## config.mk

```make
export PLATFORM = sky130hd
export DESIGN_NAME = multi_blink
export DESIGN_NICKNAME = d
export VERILOG_FILES = /design/src/rtl/multi_blink_pkg.sv /design/src/rtl/blink_chan.sv /design/src/rtl/multi_blink.sv
export SDC_FILE = /design/constraint.sdc
export NUM_CORES = 1
export LEC_CHECK = 0
export ABC_AREA = 1
export CORE_MARGIN = 1
export CORE_UTILIZATION = 60
export DETAILED_ROUTE_END_ITERATION = 8
export PLACE_DENSITY = 0.79
export SETUP_SLACK_MARGIN = 0.2
export SYNTH_ARGS = -nofsm -noshare
export SYNTH_HDL_FRONTEND = slang
export SYNTH_HIERARCHICAL = 1
export SYNTH_SLANG_ARGS = --single-unit
export TNS_END_PERCENT = 10
```

## constraint.sdc

```tcl
create_clock -name clk -period 5.1 [get_ports clk]
set_input_delay 1.275 -clock clk [delete_from_list [all_inputs] [get_ports clk]]
set_output_delay 1.275 -clock clk [all_outputs]
set_load 0.05 [all_outputs]
```

## src/rtl/multi_blink_pkg.sv

```systemverilog
// Shared types for the multi-channel LED blinker.
//   mode_t : per-channel output mode (OFF, ON, BLINK, BURST)
//   cfg_t  : one configuration request {ch, mode, div, len}. div/len are
//            carried at CFG_W bits so the type is independent of the DBITS
//            parameter; each channel uses the low DBITS bits (DBITS <= CFG_W).
package multi_blink_pkg;

    typedef enum logic [1:0] {
        OFF   = 2'd0,
        ON    = 2'd1,
        BLINK = 2'd2,
        BURST = 2'd3
    } mode_t;

    localparam int CFG_W = 16;

    typedef struct packed {
        logic [3:0]       ch;
        mode_t            mode;
        logic [CFG_W-1:0] div;
        logic [CFG_W-1:0] len;
    } cfg_t;

endpackage

```

## src/rtl/blink_chan.sv

```systemverilog
// One blinker channel, advanced by the shared prescaler tick.
// Ports:
//   clk, rst   clock / asynchronous active-high reset
//   tick       prescaler tick (already suppressed by sync in the top)
//   sync       clear phase, div_cnt and pulses; configuration kept
//   apply      load cfg into this channel this cycle
//   cfg        configuration to load (mode, low DBITS of div and len)
//   led        registered output, one cycle behind mode/phase
//   done       one-cycle pulse the cycle after a BURST completes
// The channel state machine is the mode register; BURST falls back to OFF
// by itself once the requested number of on-pulses has been produced.
module blink_chan
    import multi_blink_pkg::*;
#(
    parameter int DBITS = 4
) (
    input  logic clk,
    input  logic rst,
    input  logic tick,
    input  logic sync,
    input  logic apply,
    input  cfg_t cfg,
    output logic led,
    output logic done
);

    mode_t            mode;
    logic [DBITS-1:0] div;
    logic [DBITS-1:0] len;
    logic [DBITS-1:0] div_cnt;
    logic [DBITS-1:0] pulses;
    logic             phase;

    logic [DBITS-1:0] pulses_nxt;
    logic [DBITS-1:0] burst_len;
    logic             running;
    logic             cfg_unused;

    assign pulses_nxt = pulses + DBITS'(1);
    assign burst_len  = (len == '0) ? DBITS'(1) : len;  // len 0 means one pulse
    assign running    = (mode == BLINK) || (mode == BURST);
    // The channel index and any div/len bits above DBITS are not needed here.
    assign cfg_unused = ^{cfg.ch, cfg.div, cfg.len};

    always_ff @(posedge clk or posedge rst) begin
        if (rst) begin
            mode    <= OFF;
            div     <= '0;
            len     <= '0;
            div_cnt <= '0;
            pulses  <= '0;
            phase   <= 1'b0;
            led     <= 1'b0;
            done    <= 1'b0;
        end else begin
            done <= 1'b0;
            led  <= (mode == ON) || (running && phase);
            if (sync) begin
                phase   <= 1'b0;
                div_cnt <= '0;
                pulses  <= '0;
            end else if (apply) begin
                mode    <= cfg.mode;
                div     <= cfg.div[DBITS-1:0];
                len     <= cfg.len[DBITS-1:0];
                phase   <= 1'b0;
                div_cnt <= '0;
                pulses  <= '0;
            end else if (tick && running) begin
                if (div_cnt == div) begin
                    div_cnt <= '0;
                    phase   <= ~phase;
                    // A burst pulse ends on the 1->0 phase edge.
                    if (mode == BURST && phase) begin
                        pulses <= pulses_nxt;
                        if (pulses_nxt == burst_len) begin
                            mode <= OFF;
                            done <= 1'b1;
                        end
                    end
                end else begin
                    div_cnt <= div_cnt + DBITS'(1);
                end
            end
        end
    end

    // While a BLINK channel's phase is high its led follows one cycle later.
    a_blink_high: assert property (@(posedge clk) disable iff (rst)
        (mode == BLINK && phase) |=> led);
    a_done_pulse: assert property (@(posedge clk) disable iff (rst)
        done |=> !done);

endmodule

```

## src/rtl/multi_blink.sv

```systemverilog
// Multi-channel LED blinker: NCH channels share one free-running prescaler.
// Ports:
//   clk, rst    clock / asynchronous active-high reset
//   sync        restart prescaler and all channel counters in phase
//   cfg_valid   config request; cfg_ready high when the pending slot is free
//   cfg_ch      target channel, cfg_mode/cfg_div/cfg_len its new settings
//   led[NCH]    registered channel outputs
//   flg         one-cycle pulse the cycle after pre_cnt == 0
//   done[NCH]   one-cycle pulse per channel when a BURST completes
//   cfg_err     one-cycle pulse when a config for cfg_ch >= NCH is dropped
// Handshake: a config transfers on a rising edge where cfg_valid && cfg_ready.
// It sits in a single pending slot (cfg_ready low) until the next tick, where
// it is applied; cfg_ready returns high the cycle after that tick. A transfer
// in a tick cycle therefore waits for the following tick.
module multi_blink
    import multi_blink_pkg::*;
#(
    parameter int NCH   = 4,
    parameter int CBITS = 28,
    parameter int DBITS = 4
) (
    input  logic             clk,
    input  logic             rst,
    input  logic             sync,
    input  logic             cfg_valid,
    output logic             cfg_ready,
    input  logic [3:0]       cfg_ch,
    input  logic [1:0]       cfg_mode,
    input  logic [DBITS-1:0] cfg_div,
    input  logic [DBITS-1:0] cfg_len,
    output logic [NCH-1:0]   led,
    output logic             flg,
    output logic [NCH-1:0]   done,
    output logic             cfg_err
);

    logic [CBITS-1:0] pre_cnt;
    cfg_t             pend;
    logic             tick;
    logic             apply_now;
    logic             ch_bad;

    // sync outranks the tick: the prescaler restarts instead of advancing
    // channels or applying the pending slot.
    assign tick      = (pre_cnt == '0) && !sync;
    assign apply_now = tick && !cfg_ready;
    assign ch_bad    = int'(pend.ch) >= NCH;

    always_ff @(posedge clk or posedge rst) begin
        if (rst) begin
            pre_cnt   <= '0;
            flg       <= 1'b0;
            cfg_err   <= 1'b0;
            cfg_ready <= 1'b1;
            pend      <= '0;
        end else begin
            flg     <= (pre_cnt == '0);
            cfg_err <= apply_now && ch_bad;
            if (sync) begin
                pre_cnt <= '0;
            end else begin
                pre_cnt <= pre_cnt + CBITS'(1);
            end
            if (apply_now) begin
                cfg_ready <= 1'b1;
            end else if (cfg_valid && cfg_ready) begin
                pend      <= '{ch:   cfg_ch,
                               mode: mode_t'(cfg_mode),
                               div:  CFG_W'(cfg_div),
                               len:  CFG_W'(cfg_len)};
                cfg_ready <= 1'b0;
            end
        end
    end

    for (genvar i = 0; i < NCH; i++) begin : g_ch
        blink_chan #(.DBITS(DBITS)) u_ch (
            .clk   (clk),
            .rst   (rst),
            .tick  (tick),
            .sync  (sync),
            .apply (apply_now && (pend.ch == 4'(i))),
            .cfg   (pend),
            .led   (led[i]),
            .done  (done[i])
        );
    end

    // Cycles the slot has been occupied; restarted by sync, which may
    // legitimately postpone the apply tick.
    logic [CBITS+1:0] stall_cnt;
    localparam longint STALL_MAX = (longint'(1) << CBITS) + 1;

    always_ff @(posedge clk or posedge rst) begin
        if (rst) begin
            stall_cnt <= '0;
        end else if (cfg_ready || sync) begin
            stall_cnt <= '0;
        end else begin
            stall_cnt <= stall_cnt + (CBITS+2)'(1);
        end
    end

    a_ready_bound: assert property (@(posedge clk) disable iff (rst)
        longint'(stall_cnt) <= STALL_MAX);
    a_err_pulse: assert property (@(posedge clk) disable iff (rst)
        cfg_err |=> !cfg_err);

endmodule

```

== Word-level counts from Yosys, hierarchy flattened ==
Cells that the tools add are included.
Operators by class
  reduce and logical (&&, ||, !) cells: 82
  add/sub/neg operators: 9
  $lt $le $gt $ge: 1
  shift operators: 0
  multipliers: 0
  equality and inequality tests: 23
  multiplexer cells: 103
  bitwise gates (word level): 6
  div/mod/pow operators: 0
Operator list (number)
  2-to-1 mux 4 bit: 40
  2-to-1 mux 1 bit: 42
  2-to-1 mux 2 bit: 20
  nonzero test 3 bit: 12
  nonzero test 2 bit: 17
  adder 4 x 1 -> 4 bit (second input constant): 8
  equality test 4 bit: 8
  adder 28 x 1 -> 28 bit (second input constant): 1
  logical NOT 28 bit: 1
  2-to-1 mux 28 bit: 1
  logical AND 1 bit: 20
  logical NOT 4 bit: 5
  AND reduction 5 bit: 4
  AND reduction 2 bit: 9
  equality test 2 bit (second input constant): 8
  AND reduction 3 bit: 4
  equality test 2 x 1 -> 1 bit (second input constant): 4
  equality test 4 x 2 -> 1 bit (second input constant): 2
  logical OR 1 bit: 8
  NOT 1 bit: 6
  equality test 4 x 1 -> 1 bit (second input constant): 1
  greater-or-equal comparator 4 x 3 -> 1 bit (second input constant): 1
  logical NOT 1 bit: 2
Storage, ports and cells
  output and inout bits: 11
  memories kept: 0
  ROM bits: 0
  bits in writable memories: 0
  register bits: 129
  input bits: 18
  bits in latches: 0
  word-level logic and storage cells: 264

== Depth between registers and ports, before layout ==
  word-level depth: 9
  mapped depth: 15
  mapped depth without buffers: 15

== By module ==
The synthesis kept the hierarchy.
By module, submodules not included
  blink_chan: area each 1114.8 µm², sequential area each 525.5 µm², cells an instance 149, times used 4
  multi_blink: area each 2426.1 µm², sequential area each 1127.3 µm², cells an instance 316, times used 1

== Worst setup path before layout ==
Ideal clock, no wire load.
  path kind: input to register
  start point: input port sync
  end point: register g_ch[0].u_ch.phase
  slack: 2.584 ns
  data arrival time: 2.397 ns
  path buffers: 0
  cell stages on the path: 9
  required time: 4.981 ns
  library setup time: 0.119 ns
  cells stage by stage: nor3_1 > nand2_2 > inv_2 > or2_1 > or2_4 > nand2_2 > inv_2 > o21ai_2 > o21a_1
On the way
  longest elaborated chain between the ends: 6
  elaborated cells between the ends (all ways): 10
  classes of those cells: 2 x mux; 8 x reduce/logical
RTL lines
  from (decl): line multi_blink.sv:24  | input logic sync,
  logical NOT 1 bit: line multi_blink.sv:45  | assign tick = (pre_cnt == '0) && !sync;
  logical AND 1 bit: line multi_blink.sv:45
  logical AND 1 bit: line multi_blink.sv:46  | assign apply_now = tick && !cfg_ready;
  logical AND 1 bit: line multi_blink.sv:82  | .apply (apply_now && (pend.ch == 4'(i))),
  nonzero test 3 bit (no line) / 2-to-1 mux 1 bit (equally long branches)
  AND reduction 2 bit (no line) / 2-to-1 mux 1 bit (equally long branches)
  to (signal assigned): line blink_chan.sv:72  | phase <= ~phase;
  to (decl): line blink_chan.sv:32  | logic phase;
Several ways; a longest one is shown, not always the timed one.
A chain may end at the register's enable or synchronous reset.

== Worst setup path after layout ==
  start point: input port sync
  end point: register g_ch[3].u_ch.len[1]
On the way
  longest elaborated chain between the ends: 5
  elaborated cells between the ends (all ways): 6
  classes of those cells: 1 x bitwise; 5 x reduce/logical
RTL lines
  logical NOT 1 bit: line multi_blink.sv:45
  logical AND 1 bit: line multi_blink.sv:45
  logical AND 1 bit: line multi_blink.sv:46
  logical AND 1 bit: line multi_blink.sv:82
  AND reduction 2 bit (no line) (*)
  to (signal assigned): line blink_chan.sv:65  | len <= cfg.len[DBITS-1:0];
  to (decl): line blink_chan.sv:29  | logic [DBITS-1:0] len;
Every way passes the cells marked *; elsewhere a longest branch is shown, timed or not.

==> run_results.csv <==
group,metric,value,unit
worst_setup_path,crit_fanout,18,
worst_setup_path,start_kind,"primary input",
worst_setup_path,worstSetupEndpointType,"flop",
pwr,p_leak,3.95,nW
worst_setup_path,worstPathCellList,"clkdlybuf4s50_1 -> inv_1 -> nand3_2 -> nor2_1 -> nand2_1 -> mux2_2",
clocking,cts_made_buffers,17,
cells_and_area,n_fill_cell,844,
sta,skew,10.2,ps
sta,hold_violations,0,
clocking,cts-root-buf,"clkbuf_16",
pwr,switchingPower,839,uW
drt,final_antenna_net_count,0,
sta,slew_headroom,37.4,%
worst_setup_path,cp_data_arrival_time,3570,ps
placement,gp_congestion,0.895,
logic_synthesis,syn_area,6880,sq um
logic_synthesis,syn_avg_cell_area,7.55,sq um
sta,period_minus_slack,3270,ps
cells_and_area,final_common_cell,"nand2_1",
cells_and_area,layout_common_cells,"240 x nand2_1, 162 x nor2_1, 128 x dfrtp_1, 116 x inv_1, 66 x nand3_1",
die,die_h,109,um
die,start_util,62.7,%
clocking,clk_path_buf_depth,2,
pwr,ir_drop,0.000312,V
min_path,hold_class,"flop to flop",
global_route,grt_pass1_vias,5455,
global_route,grt_pass1_wl,25.8,mm
placement,portBuffers,28,
clocking,cts.sinks,129,
cells_and_area,fin_area,7910,sq um
logic_synthesis,synthCells,911,
placement,dp_hpwl,10.8,mm
sta,rsz0062_at_grt,"no",
cells_and_area,area_growth,14.9,%
die,core_area,11000,sq um
global_route,grt_antenna_before_repair,0,
worst_setup_path,required,5400,ps
sta,worst_slew_pin_slew,938,ps
pwr,power,3.00,mW
die,fp.dieW,109,um
drt,avgRoutedWirePerCell,13.9,um
drt,first_pass_iters,6,
sta,setup_viol,0,
pwr,internal-power,2.16,mW
drt,wl,15.4,mm
clocking,clkLatencyLatePin,420,ps
drt,dr.first_iter.drc_count,327,
cells_and_area,regArea,3230,sq um
die,core.rowCount,38,
pwr,powerDensity,379,nW/um^2
sta,fmax,306,MHz
worst_setup_path,slowest_stage,"inv_1",
die,io_pins,29,
sta,setup-tns-final,0,ps
worst_setup_path,cp_top_family,"simple AND/OR/NAND/NOR gates",
clocking,tritoncts,"built",
run_status,outcome,"finished, final reports clean",
global_route,track_usage,29.1,%
drt,vias,5720,
pwr,switching_share,28.0,%
drt,viasPerCell,5.19,
clocking,post_cts_buffers,0,
global_route,grt.overflow.total,0,
clocking,cts.clk_slew.worst_paths,60,ps
sta,min_period_over_period,64.1,%
worst_setup_path,critPathKind,"primary input to flop",
clocking,cts_resized,0,
placement,place_area,7310,sq um
drt,drc,0,
cells_and_area,drive_gt1_share,10.2,%
logic_synthesis,yosysWarnings,6,
clocking,hold_buffers,0,
global_route,grtUsageMet1,38.6,%
die,die-area,11900,sq um
run,cap_violations,0,
pwr,comb_power_share,14.3,%
logic_synthesis,synth_fp_nets,939,
worst_setup_path,critPathMaxStageDelay,430,ps
pwr,p_clk_share,40.9,%
global_route,grt_max_degree,46,
clocking,htree_levels,4,
cells_and_area,multiInputGateArea,3130,sq um
cells_and_area,antenna_cells,0,
global_route,top_usage_layer,"met2",
worst_setup_path,cp_num_buf_inv,2,
global_route,use_met3,6.93,%
global_route,use_met2,45.4,%
sta,slew_viol_final,0,
cells_and_area,num-nets-final,980,
pwr,p_seq_share,44.8,%
## worst reg2reg max path, cell delays in order (launching register included)
cell and delay [ps]:
dfrtp_1 430, nor2_1 130, nand2_1 60, nor2_1 160
nand2_1 120, nor2_2 210, nand3_2 170, nor2_1 350
nand2_1 430, mux2_2 410
## through the flow
step | worst slack [ps] | util (%) | hold WS [ps] | cells
after floorplan | 2580 | - | 473 | 911
after global routing | 1580 | 72.0 | 526 | 1102
after detailed placement | 1450 | 66.6 | 495 | 1073
after CTS | 1870 | 72.0 | 510 | 1102
final | 1830 | 72.0 | 506 | 1102
after global placement | 1490 | 66.6 | 493 | 1073
## path summary, 6_finish.rpt
| kind | start | to | slack, ps | depth (start not counted) |
|---|---|---|---|---|
| min reg2reg | g_ch[2].u_ch/mode[0]$_DFFE_PP0P_ | g_ch[2].u_ch/mode[0]$_DFFE_PP0P_ | 510 | 2 |
| min in group asynchronous | rst | g_ch[2].u_ch/mode[0]$_DFFE_PP0P_ | 1550 | 2 |
| min | g_ch[2].u_ch/mode[0]$_DFFE_PP0P_ | g_ch[2].u_ch/mode[0]$_DFFE_PP0P_ | 510 | 2 |
| max reg2reg | pre_cnt[26]$_DFF_PP0_ | g_ch[3].u_ch/len[1]$_DFFE_PP0P_ | 2500 | 9 |
| max in group asynchronous | rst | pre_cnt[7]$_DFF_PP0_ | 2900 | 2 |
| max | sync | g_ch[3].u_ch/len[1]$_DFFE_PP0P_ | 1830 | 6 |
## per-layer routing
layer / part of all wire [%] / vias up
met2: 45 / 156
met4: 2.6 / 0
met1: 46 / 2634
met5: 0 / -
li1: - / 2898
met3: 5.5 / 32
## sequential cells by signal, summed over array words and instances (netlist names)
register and count:
g_ch.u_ch/pulses 16, pre_cnt 28, flg 1, g_ch.u_ch/led 4
pend 14, cfg_ready 1, g_ch.u_ch/div_cnt 16, g_ch.u_ch/len 16
cfg_err 1, g_ch.u_ch/done 4, g_ch.u_ch/phase 4, g_ch.u_ch/mode 8
g_ch.u_ch/div 16
## layout make-up
type	count	area share [%]
clock buffer	25	6.64
inverter	129	6.12
clock inverter	4	0.918
multi-input combinational	646	39.6
tap	140	2.21
sequential	129	40.8
timing repair buffer	29	3.64
## power groups by stage
stage          registers (mW)  logic, mW  clock network [mW]
2_1_floorplan            1.30      0.323                   0
3_3_place_gp             1.35      0.418                   0
3_5_place_dp             1.35      0.426                   0
4_1_cts                  1.34      0.431                1.23
5_1_grt                  1.36      0.494                1.28
6_report                 1.34      0.430                1.22
Power figures use the tool's default switching activity.
